<file path="src/rtl/decode_stage.sv">
// RV32I decode stage: single-entry pipeline register between fetch and execute.
// Produces the ALUOp/Funct3/Funct7 bundle consumed by alucontroller.
module decode_stage #(
  parameter int DATA_WIDTH = 32
) (
  input  logic                  clk,
  input  logic                  rst,
  input  logic                  flush,
  input  logic                  in_valid,
  output logic                  in_ready,
  input  logic [31:0]           in_instr,
  input  logic [DATA_WIDTH-1:0] in_pc,
  output logic                  out_valid,
  input  logic                  out_ready,
  output logic [DATA_WIDTH-1:0] out_pc,
  output logic [2:0]            ALUOp,
  output logic [2:0]            Funct3,
  output logic [6:0]            Funct7,
  output logic [4:0]            rs1,
  output logic [4:0]            rs2,
  output logic [4:0]            rd,
  output logic [DATA_WIDTH-1:0] imm,
  output logic                  alu_src_imm,
  output logic                  reg_write,
  output logic                  mem_read,
  output logic                  mem_write,
  output logic                  branch,
  output logic                  jump,
  output logic                  illegal
);

  localparam logic [6:0] OPC_OP     = 7'b0110011;
  localparam logic [6:0] OPC_OP_IMM = 7'b0010011;
  localparam logic [6:0] OPC_LOAD   = 7'b0000011;
  localparam logic [6:0] OPC_STORE  = 7'b0100011;
  localparam logic [6:0] OPC_BRANCH = 7'b1100011;
  localparam logic [6:0] OPC_JAL    = 7'b1101111;
  localparam logic [6:0] OPC_JALR   = 7'b1100111;
  localparam logic [6:0] OPC_LUI    = 7'b0110111;
  localparam logic [6:0] OPC_AUIPC  = 7'b0010111;

  localparam logic [2:0] ALU_ADD    = 3'd0;
  localparam logic [2:0] ALU_BRANCH = 3'd1;
  localparam logic [2:0] ALU_RTYPE  = 3'd2;
  localparam logic [2:0] ALU_ITYPE  = 3'd3;
  localparam logic [2:0] ALU_PASS   = 3'd4;

  logic                  load;
  logic [DATA_WIDTH-1:0] imm_i, imm_s, imm_b, imm_u, imm_j;

  logic [2:0]            aluop_next;
  logic [6:0]            funct7_next;
  logic [4:0]            rs2_next;
  logic [DATA_WIDTH-1:0] imm_next;
  logic                  alu_src_imm_next;
  logic                  reg_write_next;
  logic                  mem_read_next;
  logic                  mem_write_next;
  logic                  branch_next;
  logic                  jump_next;
  logic                  illegal_next;

  assign in_ready = !out_valid || out_ready;
  assign load     = in_valid && in_ready && !flush;

  // Bit 31 is the sign bit of every immediate format.
  assign imm_i = {{(DATA_WIDTH-12){in_instr[31]}}, in_instr[31:20]};
  assign imm_s = {{(DATA_WIDTH-12){in_instr[31]}}, in_instr[31:25], in_instr[11:7]};
  assign imm_b = {{(DATA_WIDTH-12){in_instr[31]}}, in_instr[7], in_instr[30:25],
                  in_instr[11:8], 1'b0};
  assign imm_u = {{(DATA_WIDTH-31){in_instr[31]}}, in_instr[30:12], 12'b0};
  assign imm_j = {{(DATA_WIDTH-20){in_instr[31]}}, in_instr[19:12], in_instr[20],
                  in_instr[30:21], 1'b0};

  always_comb begin
    aluop_next       = ALU_ADD;
    funct7_next      = '0;
    rs2_next         = '0;
    imm_next         = '0;
    alu_src_imm_next = 1'b0;
    reg_write_next   = 1'b0;
    mem_read_next    = 1'b0;
    mem_write_next   = 1'b0;
    branch_next      = 1'b0;
    jump_next        = 1'b0;
    illegal_next     = 1'b0;
    case (in_instr[6:0])
      OPC_OP: begin
        aluop_next     = ALU_RTYPE;
        funct7_next    = in_instr[31:25];
        rs2_next       = in_instr[24:20];
        reg_write_next = 1'b1;
      end
      OPC_OP_IMM: begin
        // funct7 stays visible so SRAI can be told apart from SRLI
        aluop_next       = ALU_ITYPE;
        funct7_next      = in_instr[31:25];
        imm_next         = imm_i;
        alu_src_imm_next = 1'b1;
        reg_write_next   = 1'b1;
      end
      OPC_LOAD: begin
        imm_next         = imm_i;
        alu_src_imm_next = 1'b1;
        mem_read_next    = 1'b1;
        reg_write_next   = 1'b1;
      end
      OPC_STORE: begin
        rs2_next         = in_instr[24:20];
        imm_next         = imm_s;
        alu_src_imm_next = 1'b1;
        mem_write_next   = 1'b1;
      end
      OPC_BRANCH: begin
        aluop_next  = ALU_BRANCH;
        rs2_next    = in_instr[24:20];
        imm_next    = imm_b;
        branch_next = 1'b1;
      end
      OPC_JAL: begin
        imm_next       = imm_j;
        jump_next      = 1'b1;
        reg_write_next = 1'b1;
      end
      OPC_JALR: begin
        imm_next         = imm_i;
        alu_src_imm_next = 1'b1;
        jump_next        = 1'b1;
        reg_write_next   = 1'b1;
      end
      OPC_LUI: begin
        aluop_next       = ALU_PASS;
        imm_next         = imm_u;
        alu_src_imm_next = 1'b1;
        reg_write_next   = 1'b1;
      end
      OPC_AUIPC: begin
        imm_next         = imm_u;
        alu_src_imm_next = 1'b1;
        reg_write_next   = 1'b1;
      end
      default: illegal_next = 1'b1;
    endcase
    if (in_instr[11:7] == 5'd0) reg_write_next = 1'b0;
  end

  always_ff @(posedge clk) begin
    if (rst) begin
      out_valid   <= 1'b0;
      out_pc      <= '0;
      ALUOp       <= '0;
      Funct3      <= '0;
      Funct7      <= '0;
      rs1         <= '0;
      rs2         <= '0;
      rd          <= '0;
      imm         <= '0;
      alu_src_imm <= 1'b0;
      reg_write   <= 1'b0;
      mem_read    <= 1'b0;
      mem_write   <= 1'b0;
      branch      <= 1'b0;
      jump        <= 1'b0;
      illegal     <= 1'b0;
    end else if (flush) begin
      out_valid <= 1'b0;
    end else if (load) begin
      out_valid   <= 1'b1;
      out_pc      <= in_pc;
      ALUOp       <= aluop_next;
      Funct3      <= in_instr[14:12];
      Funct7      <= funct7_next;
      rs1         <= in_instr[19:15];
      rs2         <= rs2_next;
      rd          <= in_instr[11:7];
      imm         <= imm_next;
      alu_src_imm <= alu_src_imm_next;
      reg_write   <= reg_write_next;
      mem_read    <= mem_read_next;
      mem_write   <= mem_write_next;
      branch      <= branch_next;
      jump        <= jump_next;
      illegal     <= illegal_next;
    end else if (out_ready) begin
      out_valid <= 1'b0;
    end
  end

endmodule

</file>
<file path="config.mk">
export PLATFORM = sky130hd
export DESIGN_NAME = decode_stage
export DESIGN_NICKNAME = d
export VERILOG_FILES = /design/src/rtl/decode_stage.sv
export SDC_FILE = /design/constraint.sdc
export NUM_CORES = 1
export LEC_CHECK = 0
export ABC_AREA = 1
export ABC_CLOCK_PERIOD_IN_PS = 2820
export CAP_MARGIN = 20
export CORE_MARGIN = 3
export CORE_UTILIZATION = 46
export DETAILED_ROUTE_END_ITERATION = 10
export PLACE_DENSITY = 0.85
export SLEW_MARGIN = 20
export SYNTH_ARGS = -nofsm -noshare
export SYNTH_HDL_FRONTEND = slang
export SYNTH_SLANG_ARGS = --single-unit
export TNS_END_PERCENT = 50
</file>
<file path="constraint.sdc">
create_clock -name clk -period 2.82 [get_ports clk]
set_input_delay 0.282 -clock clk [delete_from_list [all_inputs] [get_ports clk]]
set_output_delay 0.282 -clock clk [all_outputs]
set_load 0.03 [all_outputs]
</file>
==> flow_summary.ini, run 1 <==
[route]
wirelength_um = 11800
drc = 0
via_per_inst = 5.04
routedWlPerCell_um = 14.6
ant_nets = 0
drt_first_pass_iters = 4
vias = 4083
drtIter0Drc = 175

[timing]
period_share = 0.667
max_freq_ghz = 0.531
rsz0062_at_grt = false
slew_headroom = 0.670
skew_ps = 12.3
hold_violations = 0
min_period_ps = 1880
setup_tns_ps = 0
drv_slew = 0
setup_viol = 0
worst_slew_pin_slew_ps = 495

[power_and_ir_drop]
power_switching_share = 0.267
p_comb_frac = 0.174
pwr-share-seq = 0.477
p_clk_frac = 0.349
irDropWorstVdd_mv = 0.270
powerDensity_nw_per_um2 = 519
internal_power_mw = 2.31
switching_power_mw = 0.840
p_leak_nw = 2.49

[placed_design]
gp_congestion = 0.859
placed_cell_area_um2 = 5820
port_buffers = 169
dpl.hpwl_um = 8640
place_inst = 794

[cells_and_area]
syn_to_final_growth_pct = 47.2
n_antenna_cell = 0
fin_area_um2 = 6060
layout-drive-gt1-share = 0.0950
mostFrequentLayoutCells = 168 x clkdlybuf4s50_1, 122 x nand2_1, 114 x nor2_1
nets = 769
finalNonFillerCells = 810
fin_util = 0.716
final_common_cell = clkdlybuf4s50_1

[floorplan]
floorplan.initialDensity = 0.487
num_io_pins = 170
die_h_um = 101
row_count = 33
core_um2 = 8460
fp.dieW_um = 101
die_area_um2 = 10100

[clocking]
ctsHoldBuffers = 0
htreeDepth = 3
post-cts-setup-buffers = 0
cts_resized = 0
clkTransAtPathRegs_ps = 100
cts_tree = yes
cts-root-buf = clkbuf_8
clkLatencyLatePin_ps = 350
clk_path_buf_depth = 2
clock_sink_count = 100
numCtsBuffers = 9

[global_route]
grt_busiest_layer = met2
grt_pass1_vias = 3951
globalRouteMet3Util = 0.0533
grt_max_degree = 93
antenna_found_initial = 0
use_met2 = 0.393
groute.usage.overall = 0.232
gr-usage-met1 = 0.295
grt_first_pass_wirelength_um = 19100
grt-ovfl-total = 0

[synthesis]
yosysWarnings = 0
synth_area_leaders = dfxtp_1 49%, nand2_1 11%, nor2_1 10%
syn_area_um2 = 4120
syn_inst = 547
synth_top_cell_area_share = 0.486
synth_cell_type_count = 24
synth_area_leader_cell = dfxtp_1
avgSynthCellArea_um2 = 7.53
syn-num-nets = 616
ys_seq_area_frac = 0.486
synth-seq-cells = 100

[setup_path]
crit_type = reg -> out
cp-start-kind = register
cp.arrival_ps = 1600
endpoint_kind = output pin
crit_required_ps = 2540
crit_fanout = 3

[run_status]
outcome = finished clean

[run]
max_cap_violations = 0

[worst_hold_path]
hp-class = in -> reg
-- power groups by stage --
stage	logic (mW)	clock network, mW	registers [mW]
2_1_floorplan	0.169	0	1.65
3_3_place_gp	0.537	0	1.53
3_5_place_dp	0.547	0	1.53
4_1_cts	0.550	1.12	1.50
5_1_grt	0.592	1.18	1.51
6_report	0.547	1.10	1.50
-- critical path: stages (launching register included) --
cell and delay (ps):
dfxtp_1 350, inv_1 40, or2_1 240, clkdlybuf4s50_1 620
-- worst paths after layout --
check               endpoint  cells past startpoint      start  slack, ps
setup / recovery    in_ready                      3  out_valid        940
hold / removal    out_pc[20]                      4        rst        460
setup reg to reg   reg_write                      7  out_valid       1250
hold reg to reg      imm[17]                      2    imm[17]        460
-- Yosys cell counts --
library cell / instances
a21oi_1: 34
o21ai_0: 59
nor2_8: 1
nor4_1: 1
nor2_2: 1
nand2_4: 4
buf_6: 5
inv_2: 5
or2_1: 1
a22oi_1: 7
nand2_1: 122
buf_2: 14
dfxtp_1: 100
clkbuf_1: 12
nand3_2: 10
nand3_1: 12
nand2_2: 10
inv_1: 17
nor2_4: 1
buf_4: 3
a211oi_1: 2
nor2_1: 114
o211ai_1: 1
a21oi_2: 11
-- flip-flops by register name (all words and copies together) (netlist names) --
register     flops
mem_write        1
rd               5
Funct7           7
jump             1
reg_write        1
branch           1
ALUOp            3
out_valid        1
mem_read         1
alu_src_imm      1
rs2              5
illegal          1
imm             32
rs1              5
Funct3           3
out_pc          32
-- layout make-up --
type | count | area (um2)
fill | 695 | 2400
clock inverter | 7 | 120
inverter | 22 | 82.6
timing repair buffer | 176 | 1760
clock buffer | 9 | 124
sequential | 100 | 2000
tap | 105 | 131
multi-input combinational | 391 | 1840
-- per-layer routing --
metal,vias up,part of all wire
met1,1869,0.42
met5,-,0
met3,19,0.074
li1,2053,-
met4,0,0.018
met2,142,0.49
-- per-stage QoR --
| stage | power, mW | setup WS [ps] | hold WS (ps) |
|---|---|---|---|
| final | 3.15 | 938 | 460 |
| after CTS | 3.17 | 915 | 456 |
| after floorplan | 1.82 | 1200 | 360 |
| after global placement | 2.07 | 917 | 453 |
| after global routing | 3.28 | 870 | 487 |
| after detailed placement | 2.08 | 877 | 456 |
-- cells by family (layout without fill, tap and decap cells) --
| logic type | count (synthesis) | count (layout) | synth area share |
|---|---|---|---|
| buffers and inverters | 56 | 214 | 0.0671 |
| DFF | 100 | 100 | 0.486 |
| AOI/OAI and AO/OA | 114 | 114 | 0.155 |
| and+or+nand+nor | 277 | 277 | 0.292 |
No activity file was read; power rests on OpenSTA's default activity.
==> inputs of run 2 (changes only) <==
--- a/config.mk
+++ b/config.mk
@@ -6,12 +6,12 @@
 export NUM_CORES = 1
 export LEC_CHECK = 0
 export ABC_AREA = 1
-export ABC_CLOCK_PERIOD_IN_PS = 2820
+export ABC_CLOCK_PERIOD_IN_PS = 1800
 export CAP_MARGIN = 20
 export CORE_MARGIN = 3
-export CORE_UTILIZATION = 46
+export CORE_UTILIZATION = 43
 export DETAILED_ROUTE_END_ITERATION = 10
-export PLACE_DENSITY = 0.85
+export PLACE_DENSITY = 0.8
 export SLEW_MARGIN = 20
 export SYNTH_ARGS = -nofsm -noshare
 export SYNTH_HDL_FRONTEND = slang
==> constraint.sdc (replaced) <==
create_clock -name clk -period 1.8 [get_ports clk]
set_input_delay 0.18 -clock clk [delete_from_list [all_inputs] [get_ports clk]]
set_output_delay 0.18 -clock clk [all_outputs]
set_load 0.03 [all_outputs]
==> flow_summary.ini, run 2 (synthesis gave the netlist of run 1 again) <==
[timing]
setup_viol = 0
max_freq_ghz = 0.622
skew_ps = 12.1
slew_headroom = 0.666
drv_slew = 0
hold_violations = 0
rsz0062_at_grt = false
min_period_ps = 1610
worst_slew_pin_slew_ps = 501
period_share = 0.893
setup_tns_ps = 0

[global_route]
grt_first_pass_wirelength_um = 20000
groute.usage.overall = 0.225
grt_max_degree = 42
antenna_found_initial = 0
grt_pass1_vias = 4043
grt-ovfl-total = 0

[setup_path]
reg2reg_slack_ps = 300
r2r_end = out_pc[23]
reg2reg_depth = 6
cp-start-kind = register
endpoint_kind = output pin
crit_fanout = 2
crit_family = buffers and inverters
crit_chain = clkdlybuf4s50_1
critical_path_buf_inv_count = 1
max_stage_delay_ps = 700
crit_required_ps = 1620
cp.arrival_ps = 1430
worstReg2RegStart = out_valid
crit_type = reg -> out
critPathSlowestCell = clkdlybuf4s50_1

[cells_and_area]
n_antenna_cell = 0
reg.largest.list = imm (32), out_pc (32), Funct7 (7)
fin_util = 0.654
mostFrequentLayoutCells = 167 x clkdlybuf4s50_1, 122 x nand2_1, 114 x nor2_1
fin_area_um2 = 6080
nFillCells = 801
multi_input_area_um2 = 1840
layout-drive-gt1-share = 0.100
nets = 774
syn_to_final_growth_pct = 47.5
final_common_cell = clkdlybuf4s50_1
seq_area_um2 = 2000

[run_status]
outcome = finished clean

[power_and_ir_drop]
p_clk_frac = 0.289
irDropWorstVdd_mv = 0.450
switching_power_mw = 1.30
power_switching_share = 0.286
powerDensity_nw_per_um2 = 746
p_leak_nw = 2.49
pwr-share-seq = 0.519
p_comb_frac = 0.192
internal_power_mw = 3.24

[route]
drc = 0
wirelength_um = 12200
via_per_inst = 4.92
ant_nets = 0
routedWlPerCell_um = 14.5
drtIter0Drc = 262
drt_first_pass_iters = 5
vias = 4127

[placed_design]
port_buffers = 169
dpl.hpwl_um = 9130
placed_cell_area_um2 = 5900
gp_congestion = 0.894

[floorplan]
num_io_pins = 170
row_count = 35
fp.dieW_um = 104
die_h_um = 104
floorplan.initialDensity = 0.444
die_area_um2 = 10800
core_um2 = 9280

[clocking]
clkLatencyLatePin_ps = 360
clock_sink_count = 100
cts-root-buf = clkbuf_8
numCtsBuffers = 9
clk_path_buf_depth = 2
htreeDepth = 3
clkTransAtPathRegs_ps = 100
cts_tree = yes

[worst_hold_path]
hold_start = rst
whs_endpoint = out_pc[6]
hp-class = in -> reg
hold_depth = 4

[run]
max_cap_violations = 0
## run 2: routing by layer
metal	track usage	wire (um)	vias to the layer above
met4	0.0636	148	0
met5	0	0	-
met2	0.401	6100	156
li1	-	-	2066
met3	0.0497	770	12
met1	0.272	5160	1893
## run 2: area by class of cell
cell class	instances	share of cell area
sequential	100	0.329
multi-input combinational	391	0.303
timing repair buffer	181	0.298
tap	129	0.0266
clock buffer	11	0.0233
inverter	22	0.0136
clock inverter	5	0.00577
## run 2: worst max path at each step
| stage | start | end | slack (ps) | depth (start not counted) |
|---|---|---|---|---|
| floorplan | out_valid | Funct7[2] | 180 | 8 |
| global placement | out_ready | Funct7[3] | 70 | 7 |
| detailed placement | in_instr[0] | imm[19] | 30 | 9 |
| CTS | imm[22] | imm[22] | 180 | 1 |
| global route | out_valid | Funct7[1] | 140 | 7 |
| finish | imm[25] | imm[25] | 190 | 1 |
## run 2: repair_timing
| item | 4_1_cts | 5_1_grt |
|---|---|---|
| hold buffers | 0 | 0 |
| endpoints found under the setup margin | 1 | 0 |
| hold endpoints to repair | 0 | 0 |
| setup buffers | 0 | 0 |
| resized for setup | 1 | 0 |
## run 2: power groups by stage
| stage | clock network [mW] | registers, mW | logic, mW |
|---|---|---|---|
| finish | 1.31 | 2.35 | 0.871 |
| global route | 1.43 | 2.37 | 0.932 |
| CTS | 1.34 | 2.35 | 0.877 |
| detailed placement | 0 | 2.41 | 0.874 |
| global placement | 0 | 2.40 | 0.858 |
| floorplan | 0 | 2.59 | 0.265 |
## run 2: stage by stage
step                std cells  power, mW  hold slack, ps  setup WS [ps]
finish                    839       4.53             320            193
global route              839       4.73             361            143
CTS                       839       4.58             317            178
detailed placement        823       3.28             456           33.9
global placement          823       3.26             452           66.6
floorplan                 547       2.85             258            185
==> inputs of run 3 (changes only) <==
--- a/config.mk
+++ b/config.mk
@@ -6,12 +6,12 @@
 export NUM_CORES = 1
 export LEC_CHECK = 0
 export ABC_AREA = 1
-export ABC_CLOCK_PERIOD_IN_PS = 1800
+export ABC_CLOCK_PERIOD_IN_PS = 2029
 export CAP_MARGIN = 20
 export CORE_MARGIN = 3
-export CORE_UTILIZATION = 43
+export CORE_UTILIZATION = 46
 export DETAILED_ROUTE_END_ITERATION = 10
-export PLACE_DENSITY = 0.8
+export PLACE_DENSITY = 0.85
 export SLEW_MARGIN = 20
 export SYNTH_ARGS = -nofsm -noshare
 export SYNTH_HDL_FRONTEND = slang
==> constraint.sdc (replaced) <==
create_clock -name clk -period 2.03 [get_ports clk]
set_input_delay 0.203 -clock clk [delete_from_list [all_inputs] [get_ports clk]]
set_output_delay 0.203 -clock clk [all_outputs]
set_load 0.03 [all_outputs]
==> flow_summary.ini, run 3 (synthesis gave the netlist of run 1 again) <==
[clocking]
ctsHoldBuffers = 0
post-cts-setup-buffers = 0
clkTransAtPathRegs_ps = 100
clk_path_buf_depth = 2
clock_sink_count = 100
numCtsBuffers = 9
cts_resized = 0
cts_tree = yes
htreeDepth = 3
clkLatencyLatePin_ps = 350
cts-root-buf = clkbuf_8

[setup_path]
crit_fanout = 3
cp.arrival_ps = 1600
max_stage_delay_ps = 610
crit_chain = inv_1 -> or2_1 -> clkdlybuf4s50_1
crit_type = reg -> out
reg2reg_slack_ps = 510
crit_required_ps = 1830
cp-start-kind = register
critPathSlowestCell = clkdlybuf4s50_1
endpoint_kind = output pin

[route]
ant_nets = 0
drtIter0Drc = 232
drc = 0
routedWlPerCell_um = 14.7
via_per_inst = 5.12
vias = 4146
drt_first_pass_iters = 6
wirelength_um = 11900

[run]
max_cap_violations = 0

[placed_design]
dp_slack_ps = 247
dpl.hpwl_um = 8920
port_buffers = 169
gp_congestion = 0.879

[run_status]
outcome = finished clean

[timing]
hold_violations = 0
setup_viol = 0
max_freq_ghz = 0.555
setup_tns_ps = 0
worst_slew_pin_slew_ps = 487
rsz0062_at_grt = false
min_period_ps = 1800
setup_ws_ps = 229
drv_slew = 0
slew_headroom = 0.675
skew_ps = 16.3
holdWs_ps = 347
period_share = 0.887

[floorplan]
die_h_um = 101
core_um2 = 8460
fp.dieW_um = 101
row_count = 33
floorplan.initialDensity = 0.487
die_area_um2 = 10100
num_io_pins = 170

[global_route]
antenna_found_initial = 0
grt_first_pass_wirelength_um = 19100
groute.usage.overall = 0.234
grt_max_degree = 49
grt_pass1_vias = 3972
grt-ovfl-total = 0

[power_and_ir_drop]
switching_power_mw = 1.13
irDropWorstVdd_mv = 0.392
powerDensity_nw_per_um2 = 677
p_clk_frac = 0.300
p_comb_frac = 0.188
pwr-share-seq = 0.512
power_switching_share = 0.277
p_leak_nw = 2.47
internal_power_mw = 2.95
total_power_mw = 4.08

[cells_and_area]
n_antenna_cell = 0
nets = 770
syn_to_final_growth_pct = 46.2
layout-drive-gt1-share = 0.0922
nFillCells = 689
final_common_cell = clkdlybuf4s50_1
mostFrequentLayoutCells = 168 x clkdlybuf4s50_1, 122 x nand2_1, 114 x nor2_1
reg.largest.list = imm (32), out_pc (32), Funct7 (7)

[worst_hold_path]
hp-class = in -> reg
==> run 3: worst paths after layout <==
| kind | from | endpoint | depth (start not counted) |
|---|---|---|---|
| worst min register to register | imm[2] | imm[2] | 2 |
| worst max-delay path | out_valid | in_ready | 3 |
| worst max register to register | out_valid | out_pc[28] | 6 |
| worst min-delay path | rst | out_pc[11] | 5 |
==> run 3: routing by layer <==
metal | track usage | share of wire
met1 | 0.297 | 0.41
met2 | 0.401 | 0.49
met3 | 0.0498 | 0.081
met4 | 0.0622 | 0.019
met5 | 0 | 0
==> run 3: through the flow <==
step / cells / cell area, um2 / util
after floorplan: 547 / 4120 / -
after global placement: 795 / 5840 / 0.690
after detailed placement: 795 / 5840 / 0.690
after CTS: 810 / 6020 / 0.712
after global routing: 810 / 6020 / 0.712
final: 810 / 6020 / 0.712
==> run 3: layout make-up <==
class / instances / area, um2 / area share
clock buffers: 11 / 131 / 0.0218
clock inverters: 4 / 51.3 / 0.00852
inverters: 22 / 82.6 / 0.0137
multi-input cells: 391 / 1840 / 0.306
flip-flops and latches: 100 / 2000 / 0.332
well taps: 105 / 131 / 0.0218
repair buffers: 177 / 1780 / 0.296
==> run 3: power by group through the flow <==
| stage | clock network (mW) | registers [mW] | logic [mW] |
|---|---|---|---|
| 2_1_floorplan | 0 | 2.30 | 0.235 |
| 3_3_place_gp | 0 | 2.13 | 0.752 |
| 3_5_place_dp | 0 | 2.13 | 0.766 |
| 4_1_cts | 1.25 | 2.09 | 0.771 |
| 5_1_grt | 1.34 | 2.10 | 0.824 |
| 6_report | 1.22 | 2.09 | 0.768 |
==> run 3: worst max-delay path, delay by kind of cell, from the launching register on <==
kind | cells | cell delay [ps]
buffers and inverters | 2 | 650
flip-flops | 1 | 350
AND/OR/NAND/NOR | 1 | 250
